File: src/rtl/regfile_ctrl_if.sv
// regfile_ctrl_if: CPU writeback, operand fetch, debug and RAM-side signals of the register-file controller
interface regfile_ctrl_if #(
  parameter int data_bit = 32,
  parameter int adr_bit = 5
);
  logic busy;
  logic wb_req;
  logic [adr_bit-1:0] wb_addr;
  logic [data_bit-1:0] wb_data;
  logic rd_req;
  logic rd_ready;
  logic [adr_bit-1:0] rd_addr_a;
  logic [adr_bit-1:0] rd_addr_b;
  logic rd_valid;
  logic [data_bit-1:0] rd_data_a;
  logic [data_bit-1:0] rd_data_b;
  logic dbg_req;
  logic dbg_we;
  logic [adr_bit-1:0] dbg_addr;
  logic [data_bit-1:0] dbg_wdata;
  logic dbg_ack;
  logic [data_bit-1:0] dbg_rdata;
  logic ram_we;
  logic [adr_bit-1:0] ram_addrw;
  logic [adr_bit-1:0] ram_addrr;
  logic [data_bit-1:0] ram_di;
  logic [data_bit-1:0] ram_dor;
  modport master (
    input busy, rd_ready, rd_valid, rd_data_a, rd_data_b, dbg_ack, dbg_rdata,
    input ram_we, ram_addrw, ram_addrr, ram_di,
    output wb_req, wb_addr, wb_data, rd_req, rd_addr_a, rd_addr_b,
    output dbg_req, dbg_we, dbg_addr, dbg_wdata, ram_dor
  );
  modport slave (
    output busy, rd_ready, rd_valid, rd_data_a, rd_data_b, dbg_ack, dbg_rdata,
    output ram_we, ram_addrw, ram_addrr, ram_di,
    input wb_req, wb_addr, wb_data, rd_req, rd_addr_a, rd_addr_b,
    input dbg_req, dbg_we, dbg_addr, dbg_wdata, ram_dor
  );
endinterface

File: src/rtl/regfile_ctrl.sv
// regfile_ctrl: zero-fills the register-file RAM after reset, then arbitrates its write port and sequences its read port
module regfile_ctrl #(
  parameter int data_bit = 32,
  parameter int adr_bit = 5
) (
  input logic clk,
  input logic rst,
  regfile_ctrl_if.slave bus
);
  typedef enum logic {CLEAR, RUN} top_t;
  typedef enum logic [2:0] {IDLE, RD_A, RD_B, DONE, DBG_RD} seq_t;
  top_t r_top;
  seq_t r_seq;
  logic [adr_bit-1:0] r_clr, r_ram_addrw, r_ram_addrr, r_addr_b;
  logic [data_bit-1:0] r_ram_di, r_tmp_a, r_rd_data_a, r_rd_data_b, r_dbg_rdata;
  logic r_busy, r_rd_ready, r_rd_valid, r_dbg_ack, r_ram_we;
  logic w_run, w_wb, w_dbg_wr, w_rd_go, w_dbg_rd;
  logic [data_bit-1:0] w_cap;
  assign w_run = r_top == RUN && !r_busy;
  assign w_wb = w_run && bus.wb_req;
  assign w_dbg_wr = w_run && bus.dbg_req && bus.dbg_we && !bus.wb_req;
  assign w_rd_go = r_rd_ready && bus.rd_req;
  assign w_dbg_rd = r_rd_ready && !bus.rd_req && bus.dbg_req && !bus.dbg_we;
  // the RAM commits the pending write only at the end of this cycle, so bypass its stale output
  assign w_cap = (r_ram_we && r_ram_addrw == r_ram_addrr) ? r_ram_di : bus.ram_dor;
  always_ff @(posedge clk or posedge rst) begin
    if (rst) begin
      r_top <= CLEAR;
      r_seq <= IDLE;
      r_clr <= '0;
      r_busy <= 1'b1;
      r_rd_ready <= 1'b0;
      r_rd_valid <= 1'b0;
      r_dbg_ack <= 1'b0;
      r_ram_we <= 1'b0;
      r_ram_addrw <= '0;
      r_ram_addrr <= '0;
      r_addr_b <= '0;
      r_ram_di <= '0;
      r_tmp_a <= '0;
      r_rd_data_a <= '0;
      r_rd_data_b <= '0;
      r_dbg_rdata <= '0;
    end else begin
      r_rd_valid <= 1'b0;
      r_dbg_ack <= w_dbg_wr;
      r_ram_we <= 1'b0;
      r_rd_ready <= r_top == RUN && (r_seq == DONE || (r_seq == IDLE && !w_rd_go && !w_dbg_rd));
      if (r_top == CLEAR) begin
        r_ram_we <= 1'b1;
        r_ram_addrw <= r_clr;
        r_ram_di <= '0;
        r_clr <= r_clr + 1'b1;
        if (&r_clr) r_top <= RUN;
      end else begin
        r_busy <= 1'b0;
        if (w_wb) begin
          r_ram_we <= |bus.wb_addr;
          r_ram_addrw <= bus.wb_addr;
          r_ram_di <= bus.wb_data;
        end else if (w_dbg_wr) begin
          r_ram_we <= |bus.dbg_addr;
          r_ram_addrw <= bus.dbg_addr;
          r_ram_di <= bus.dbg_wdata;
        end
      end
      case (r_seq)
        IDLE: begin
          if (w_rd_go) begin
            r_seq <= RD_A;
            r_ram_addrr <= bus.rd_addr_a;
            r_addr_b <= bus.rd_addr_b;
          end else if (w_dbg_rd) begin
            r_seq <= DBG_RD;
            r_ram_addrr <= bus.dbg_addr;
          end
        end
        RD_A: begin
          r_tmp_a <= w_cap;
          r_ram_addrr <= r_addr_b;
          r_seq <= RD_B;
        end
        RD_B: begin
          r_rd_data_a <= r_tmp_a;
          r_rd_data_b <= w_cap;
          r_rd_valid <= 1'b1;
          r_seq <= DONE;
        end
        DBG_RD: begin
          r_dbg_rdata <= w_cap;
          r_dbg_ack <= 1'b1;
          r_seq <= DONE;
        end
        default: r_seq <= IDLE;
      endcase
    end
  end
  assign bus.busy = r_busy;
  assign bus.rd_ready = r_rd_ready;
  assign bus.rd_valid = r_rd_valid;
  assign bus.rd_data_a = r_rd_data_a;
  assign bus.rd_data_b = r_rd_data_b;
  assign bus.dbg_ack = r_dbg_ack;
  assign bus.dbg_rdata = r_dbg_rdata;
  assign bus.ram_we = r_ram_we;
  assign bus.ram_addrw = r_ram_addrw;
  assign bus.ram_addrr = r_ram_addrr;
  assign bus.ram_di = r_ram_di;
endmodule
File: src/flat_wrapper.sv
// flat-port wrapper written by rule: the top's interface ports become plain ports
module regfile_ctrl_flat 
#(
  parameter int data_bit = 32,
  parameter int adr_bit = 5
)
  (clk, rst, bus_busy, bus_rd_ready, bus_rd_valid, bus_rd_data_a, bus_rd_data_b, bus_dbg_ack, bus_dbg_rdata, bus_ram_we, bus_ram_addrw, bus_ram_addrr, bus_ram_di, bus_wb_req, bus_wb_addr, bus_wb_data, bus_rd_req, bus_rd_addr_a, bus_rd_addr_b, bus_dbg_req, bus_dbg_we, bus_dbg_addr, bus_dbg_wdata, bus_ram_dor);
  regfile_ctrl_if #(.data_bit(data_bit), .adr_bit(adr_bit)) bus_i ();
  input logic clk;
  input logic rst;
  output wire logic [$bits(bus_i.busy)-1:0] bus_busy;
  output wire logic [$bits(bus_i.rd_ready)-1:0] bus_rd_ready;
  output wire logic [$bits(bus_i.rd_valid)-1:0] bus_rd_valid;
  output wire logic [$bits(bus_i.rd_data_a)-1:0] bus_rd_data_a;
  output wire logic [$bits(bus_i.rd_data_b)-1:0] bus_rd_data_b;
  output wire logic [$bits(bus_i.dbg_ack)-1:0] bus_dbg_ack;
  output wire logic [$bits(bus_i.dbg_rdata)-1:0] bus_dbg_rdata;
  output wire logic [$bits(bus_i.ram_we)-1:0] bus_ram_we;
  output wire logic [$bits(bus_i.ram_addrw)-1:0] bus_ram_addrw;
  output wire logic [$bits(bus_i.ram_addrr)-1:0] bus_ram_addrr;
  output wire logic [$bits(bus_i.ram_di)-1:0] bus_ram_di;
  input wire logic [$bits(bus_i.wb_req)-1:0] bus_wb_req;
  input wire logic [$bits(bus_i.wb_addr)-1:0] bus_wb_addr;
  input wire logic [$bits(bus_i.wb_data)-1:0] bus_wb_data;
  input wire logic [$bits(bus_i.rd_req)-1:0] bus_rd_req;
  input wire logic [$bits(bus_i.rd_addr_a)-1:0] bus_rd_addr_a;
  input wire logic [$bits(bus_i.rd_addr_b)-1:0] bus_rd_addr_b;
  input wire logic [$bits(bus_i.dbg_req)-1:0] bus_dbg_req;
  input wire logic [$bits(bus_i.dbg_we)-1:0] bus_dbg_we;
  input wire logic [$bits(bus_i.dbg_addr)-1:0] bus_dbg_addr;
  input wire logic [$bits(bus_i.dbg_wdata)-1:0] bus_dbg_wdata;
  input wire logic [$bits(bus_i.ram_dor)-1:0] bus_ram_dor;
  assign bus_busy = bus_i.busy;
  assign bus_rd_ready = bus_i.rd_ready;
  assign bus_rd_valid = bus_i.rd_valid;
  assign bus_rd_data_a = bus_i.rd_data_a;
  assign bus_rd_data_b = bus_i.rd_data_b;
  assign bus_dbg_ack = bus_i.dbg_ack;
  assign bus_dbg_rdata = bus_i.dbg_rdata;
  assign bus_ram_we = bus_i.ram_we;
  assign bus_ram_addrw = bus_i.ram_addrw;
  assign bus_ram_addrr = bus_i.ram_addrr;
  assign bus_ram_di = bus_i.ram_di;
  assign bus_i.wb_req = bus_wb_req;
  assign bus_i.wb_addr = bus_wb_addr;
  assign bus_i.wb_data = bus_wb_data;
  assign bus_i.rd_req = bus_rd_req;
  assign bus_i.rd_addr_a = bus_rd_addr_a;
  assign bus_i.rd_addr_b = bus_rd_addr_b;
  assign bus_i.dbg_req = bus_dbg_req;
  assign bus_i.dbg_we = bus_dbg_we;
  assign bus_i.dbg_addr = bus_dbg_addr;
  assign bus_i.dbg_wdata = bus_dbg_wdata;
  assign bus_i.ram_dor = bus_ram_dor;
  regfile_ctrl #(.data_bit(data_bit), .adr_bit(adr_bit)) u_core (.clk(clk), .rst(rst), .bus(bus_i));
endmodule
File: config.mk
export PLATFORM = sky130hd
export DESIGN_NAME = regfile_ctrl_flat
export DESIGN_NICKNAME = d
export VERILOG_FILES = /design/src/rtl/regfile_ctrl_if.sv /design/src/rtl/regfile_ctrl.sv /design/src/flat_wrapper.sv
export SDC_FILE = /design/constraint.sdc
export NUM_CORES = 1
export LEC_CHECK = 0
export CAP_MARGIN = 15
export CORE_MARGIN = 1.5
export CORE_UTILIZATION = 40
export CTS_BUF_LIST = sky130_fd_sc_hd__clkbuf_2 sky130_fd_sc_hd__clkbuf_4 sky130_fd_sc_hd__clkbuf_8
export DETAILED_ROUTE_END_ITERATION = 12
export HOLD_SLACK_MARGIN = 0.03
export PLACE_DENSITY = 0.71
export SLEW_MARGIN = 20
export SYNTH_ARGS = -nofsm -noshare
export SYNTH_HDL_FRONTEND = slang
export SYNTH_SLANG_ARGS = --single-unit
File: constraint.sdc
create_clock -name clk -period 11.9 [get_ports clk]
set_clock_uncertainty 0.2 [all_clocks]
set_input_delay 1.19 -clock clk [delete_from_list [all_inputs] [get_ports clk]]
set_output_delay 1.19 -clock clk [all_outputs]
set_load 0.005 [all_outputs]
### Yosys cells after proc, flatten, opt, wreduce, memory -nomap -nowiden

Cells that the tools add are included.

* bitwise operators: 0
* shift operators: 0
* reduce and logical (&&, ||, !) cells: 28
* divide/modulo/power cells: 0
* $lt $le $gt $ge: 0
* equal/unequal tests: 7
* add/subtract/negate cells: 1
* muxes and demuxes: 20
* $mul: 0

Operators by type and width (number)
* 32-bit 2-to-1 mux: 4
* 5-bit 2-to-1 mux: 5
* 1-bit logical AND: 13
* 5-bit one-hot mux with 2 select lines: 1
* 5-bit OR reduction: 2
* 3-bit one-hot mux with 3 select lines: 1
* 1-bit 2-to-1 mux: 7
* 3-bit by 2-bit equality test with 1-bit output (second input constant): 2
* 1-bit zero test: 6
* 3-bit 2-to-1 mux: 2
* 5-bit by 1-bit adder with 5-bit output (second input constant): 1
* 5-bit equality test: 1
* 5-bit AND reduction: 1
* 2-bit AND reduction: 2
* 3-bit by 1-bit equality test with 1-bit output (second input constant): 1
* 3-bit equality test (second input constant): 1
* 3-bit zero test: 1
* 3-bit by 1-bit inequality test with 1-bit output (second input constant): 1
* 3-bit inequality test (second input constant): 1
* 2-bit nonzero test: 1
* 2-bit OR reduction: 1
* 1-bit logical OR: 1

* memories: 0
* bits in writable memories: 0
* input bits: 122
* flip-flop bits (word level): 189
* word-level logic and storage cells: 72
* bits in latches: 0
* output and inout port bits: 143
* ROM bits: 0

### Longest topological paths before layout

* word-level depth: 8
* depth in mapped cells: 7

### Worst setup path after synthesis

OpenSTA, ideal clock, no wires.

* kind: input -> register
* start: input bus_dbg_req
* end: register u_core.r_ram_addrw[0] (netlist: u_core.bus.ram_addrw[0])
* arrival time: 2.259 ns
* stages on the path: 5
* setup time: 0.125 ns
* setup slack: 9.316 ns
* cells stage by stage: a21oi_1 or3b_1 buf_6 mux2_4 mux2_4

* word-level cells in the longest chain between the ends: 4

RTL lines
* start, declared: RTL line flat_wrapper.sv:28 `input wire logic [$bits(bus_i.dbg_req)-1:0] bus_dbg_req;`
* 1-bit logical AND (3 in a row): RTL line regfile_ctrl.sv:21 `assign w_dbg_wr = w_run && bus.dbg_req && bus.dbg_we && !bus.wb_req;`
* 3-bit inequality test (no source line)
* end signal, assigned: RTL line regfile_ctrl.sv:51 `r_ram_addrw <= r_clr;`
* end signal, assigned: RTL line regfile_ctrl.sv:59 `r_ram_addrw <= bus.wb_addr;`
* end signal, assigned: RTL line regfile_ctrl.sv:63 `r_ram_addrw <= bus.dbg_addr;`
* end, declared: RTL line regfile_ctrl.sv:14 `logic [adr_bit-1:0] r_clr, r_ram_addrw, r_ram_addrr, r_addr_b;`

Every way passes these cells.
A chain may end at the register's enable or synchronous reset.

### Worst setup path after layout

* start: register u_core.r_ram_we (netlist: u_core.bus.ram_we)
* end: output bus_ram_we

RTL lines
* start, declared: RTL line regfile_ctrl.sv:16 `logic r_busy, r_rd_ready, r_rd_valid, r_dbg_ack, r_ram_we;`
* start signal, assigned: RTL line regfile_ctrl.sv:58 `r_ram_we <= |bus.wb_addr;`
* start signal, assigned: RTL line regfile_ctrl.sv:62 `r_ram_we <= |bus.dbg_addr;`
* end, declared: RTL line flat_wrapper.sv:18 `output wire logic [$bits(bus_i.ram_we)-1:0] bus_ram_we;`

No word-level cell between the ends.

==> flow_summary_export.csv <==
group,metric,value,unit
run_status,outcome,"finished, final reports clean",
route,drcViolationCount,0,
logic_synthesis,synth-edff-count,0,
power,power.share.clock,19.3,%
clock_tree,ctsHtreeMaxLevel,4,
finish,drive_gt1_share,14.5,%
grt,grt_max_degree,114,
worst_setup_path,crit_path_max_fanout,20,
worst_setup_path,cp.arrival,2.30,ns
sta,slew_violations,0,
logic_synthesis,ys.warnings.count,0,
grt,grt.overflow.total,0,
worst_setup_path,cp.required,10.51,ns
logic_synthesis,syn_area_per_cell,10.9,µm²
route,routed_wl,24.3,mm
clock_tree,cts_tree,"yes",
power,ir_drop,0.000119,V
sta,fin_crit_sh,31.0,%
route,drt_iter0_markers,446,
grt,antenna_found_initial,0,
sta,finalSetupViolations,0,
finish,fin_util,56.7,%
placement,dp_hpwl,16.5,mm
route,vias,6860,
sta,tns,0,ns
clock_tree,cts_hold_buf,0,
logic_synthesis,synthTopCellsByCount,"dfrtp_1 (188), nor2_1 (99), a31oi_1 (96)",
logic_synthesis,synth_area,0.00823,mm²
sta,timing.hold.ws,0.308,ns
logic_synthesis,synthArstFlopShare,100,%
power,power.switching,804,µW
clock_tree,numCtsBuffers,17,
power,p_int,1.66,mW
clock_tree,cts-resized-gates,0,
sta,max_clock_freq,271,MHz
worst_setup_path,crit_family,"buffers and inverters",
clock_tree,path_clk_slew,0.10,ns
worst_setup_path,cpMaxStageDelayCell,"dfrtp_1",
route,first_pass_iters,5,
grt,grt_pass1_wl,38.0,mm
floorplanning,coreArea,0.0202,mm²
logic_synthesis,yosys_register_bits,189,
power,p_leak,4.53,nW
clock_tree,clkSinkCount,189,
route,viasPerCell,5.41,
route,wl_met3,1.59,mm
clock_tree,cts_root_buf,"clkbuf_8",
finish,nets,1109,
floorplanning,die_x,146,µm
worst_setup_path,cp.buffers_inverters,2,
logic_synthesis,yosysSeqAreaShare,57.5,%
clock_tree,clk_path_buf_depth,2,
worst_setup_path,crit_type,"flip-flop to output pin",
logic_synthesis,synthTopCellsByArea,"dfrtp_1 (57%), mux2_2 (8.2%), a31oi_1 (7.3%), nor2_1 (4.5%), nand2_1 (2.7%)",
sta,tightest_slew,0.975,ns
logic_synthesis,yosys.area.top_type,"dfrtp_1",
route,top_layer_used,"met4",
sta,min_period,3.69,ns
logic_synthesis,yosysMostFrequentCell,"dfrtp_1",
placement,portBuffers,264,
sta,final-hold-violation-count,0,
power,power,2.46,mW
floorplanning,placementRows,52,
route,drtAntennaViolNets,0,
logic_synthesis,yosysTopAreaCellShare,57.2,%
clock_tree,post_cts_buffers,0,
floorplanning,fp.dieArea,0.0214,mm²
worst_setup_path,cp-start-kind,"flip-flop",
worst_setup_path,max_stage_delay,0.80,ns
route,wl_per_cell,19.1,µm
floorplanning,pin_count,265,
worst_setup_path,end_kind,"output pin",
grt,grt_pass1_vias,6705,
hold_path,worstHoldPathType,"flip-flop to flip-flop",
flow_run,drv_cap,0,
logic_synthesis,syn_inst,752,
worst_setup_path,path_cells,"buf_4 -> clkdlybuf4s50_1",
power,power.density,214,mW/mm²
placement,globalplace.congestion,0.782,
power,swShare,32.7,%
floorplanning,die_h,146,µm
power,pwr-share-seq,40.8,%
finish,num_antenna_cells,0,
floorplanning,start_util,40.7,%
sta,relSlewSlack,35.0,%
grt,grt_usage,23.0,%
clock_tree,insertion_delay,0.46,ns
finish,areaGrowthSynthToFinish,39.5,%
power,comb_power_share,39.9,%
logic_synthesis,ys.flop_type,"dfrtp_1",
logic_synthesis,yosysUniqueCellTypes,42,
sta,rsz0062_at_grt,"false",
route,wl_met1,10.7,mm
logic_synthesis,syn-num-nets,876,
route,met2_length,11.5,mm
## cell families (layout without fill, tap and decap cells)
logic type | count (synthesis) | in the layout | synth area share [%]
simple gates | 216 | 216 | 11.9
compound gates | 196 | 196 | 14.7
flops | 189 | 189 | 57.5
mux | 75 | 75 | 10.6
buf+inv | 65 | 310 | 3.83
xor+xnor | 9 | 9 | 1.05
fa+ha+maj | 2 | 2 | 0.304
## routing by layer
| layer | track usage, % | vias to the layer above |
|---|---|---|
| met5 | 0 | - |
| met4 | 7.73 | 0 |
| met3 | 5.19 | 36 |
| met2 | 36.6 | 267 |
| met1 | 31.1 | 3373 |
| li1 | - | 3184 |
## state kept, by name (all words and copies together) (netlist names)
| name | count |
|---|---|
| u_core.bus.ram_we | 1 |
| u_core.r_seq | 3 |
| u_core.bus.dbg_ack | 1 |
| u_core.r_addr_b | 5 |
| u_core.r_top | 1 |
| u_core.bus.rd_ready | 1 |
| u_core.bus.dbg_rdata | 32 |
| u_core.r_clr | 5 |
| u_core.bus.ram_addrw | 5 |
| u_core.bus.busy | 1 |
| u_core.bus.rd_data_b | 32 |
| u_core.bus.rd_data_a | 32 |
| u_core.bus.ram_di | 32 |
| u_core.bus.ram_addrr | 5 |
| u_core.r_tmp_a | 32 |
| u_core.bus.rd_valid | 1 |
## cell usage in the layout (no fill, tap or decap), types with 2 or more instances in the layout
cell	n
nand3_1	6
a31o_2	20
buf_4	13
dfrtp_1	187
nand4_1	34
nand2b_1	2
a21oi_1	29
a31oi_1	96
xnor2_1	7
or4_1	2
nand4b_1	2
bufinv_16	4
clkdlybuf4s50_1	264
mux2i_1	5
a31o_1	7
nor2_1	99
clkbuf_8	19
mux2_4	10
inv_6	3
o21ai_1	12
mux2_2	60
clkinv_2	2
ha_1	2
o21ai_0	28
clkinv_4	2
nand2_1	59
nor3b_2	2
## area by class of cell
cell class	instances	area, µm²
clock buffers	19	262
clock inverters	12	181
fillers	1768	8760
inverters	2	15.0
multi-input cells	498	3200
flip-flops and latches	189	4730
well taps	270	338
repair buffers	277	2740
## through the flow
stage / instances / setup slack (ns) / area, µm²
2_1_floorplan: 752 / 5.37 / 8230
3_3_place_gp: 1236 / 8.28 / 11000
3_5_place_dp: 1236 / 8.24 / 11000
4_1_cts: 1267 / 8.21 / 11500
5_1_grt: 1267 / 8.15 / 11500
6_report: 1267 / 8.21 / 11500
## final timing paths
kind	depth (start not counted)	endpoint	from	slack, ns
min in group asynchronous	2	u_core.bus.ram_addrr[3]	rst	1.04
min reg2reg	1	u_core.bus.rd_data_a[13]	u_core.r_tmp_a[13]	0.31
min	1	u_core.bus.rd_data_a[13]	u_core.r_tmp_a[13]	0.31
max	2	bus_ram_we	u_core.bus.ram_we	8.21
max reg2reg	5	u_core.r_tmp_a[14]	u_core.bus.ram_we	9.07
max in group asynchronous	3	u_core.bus.ram_di[6]	rst	8.91
## power groups by stage
stage               registers [mW]  logic [mW]  clock network (mW)
global placement              1.01       0.976                   0
CTS                           1.01       0.991               0.484
floorplan                    0.998       0.498                   0
detailed placement            1.02       0.989                   0
global route                  1.03        1.07               0.507
finish                        1.00       0.981               0.474
No activity file was read; power rests on OpenSTA's default activity.
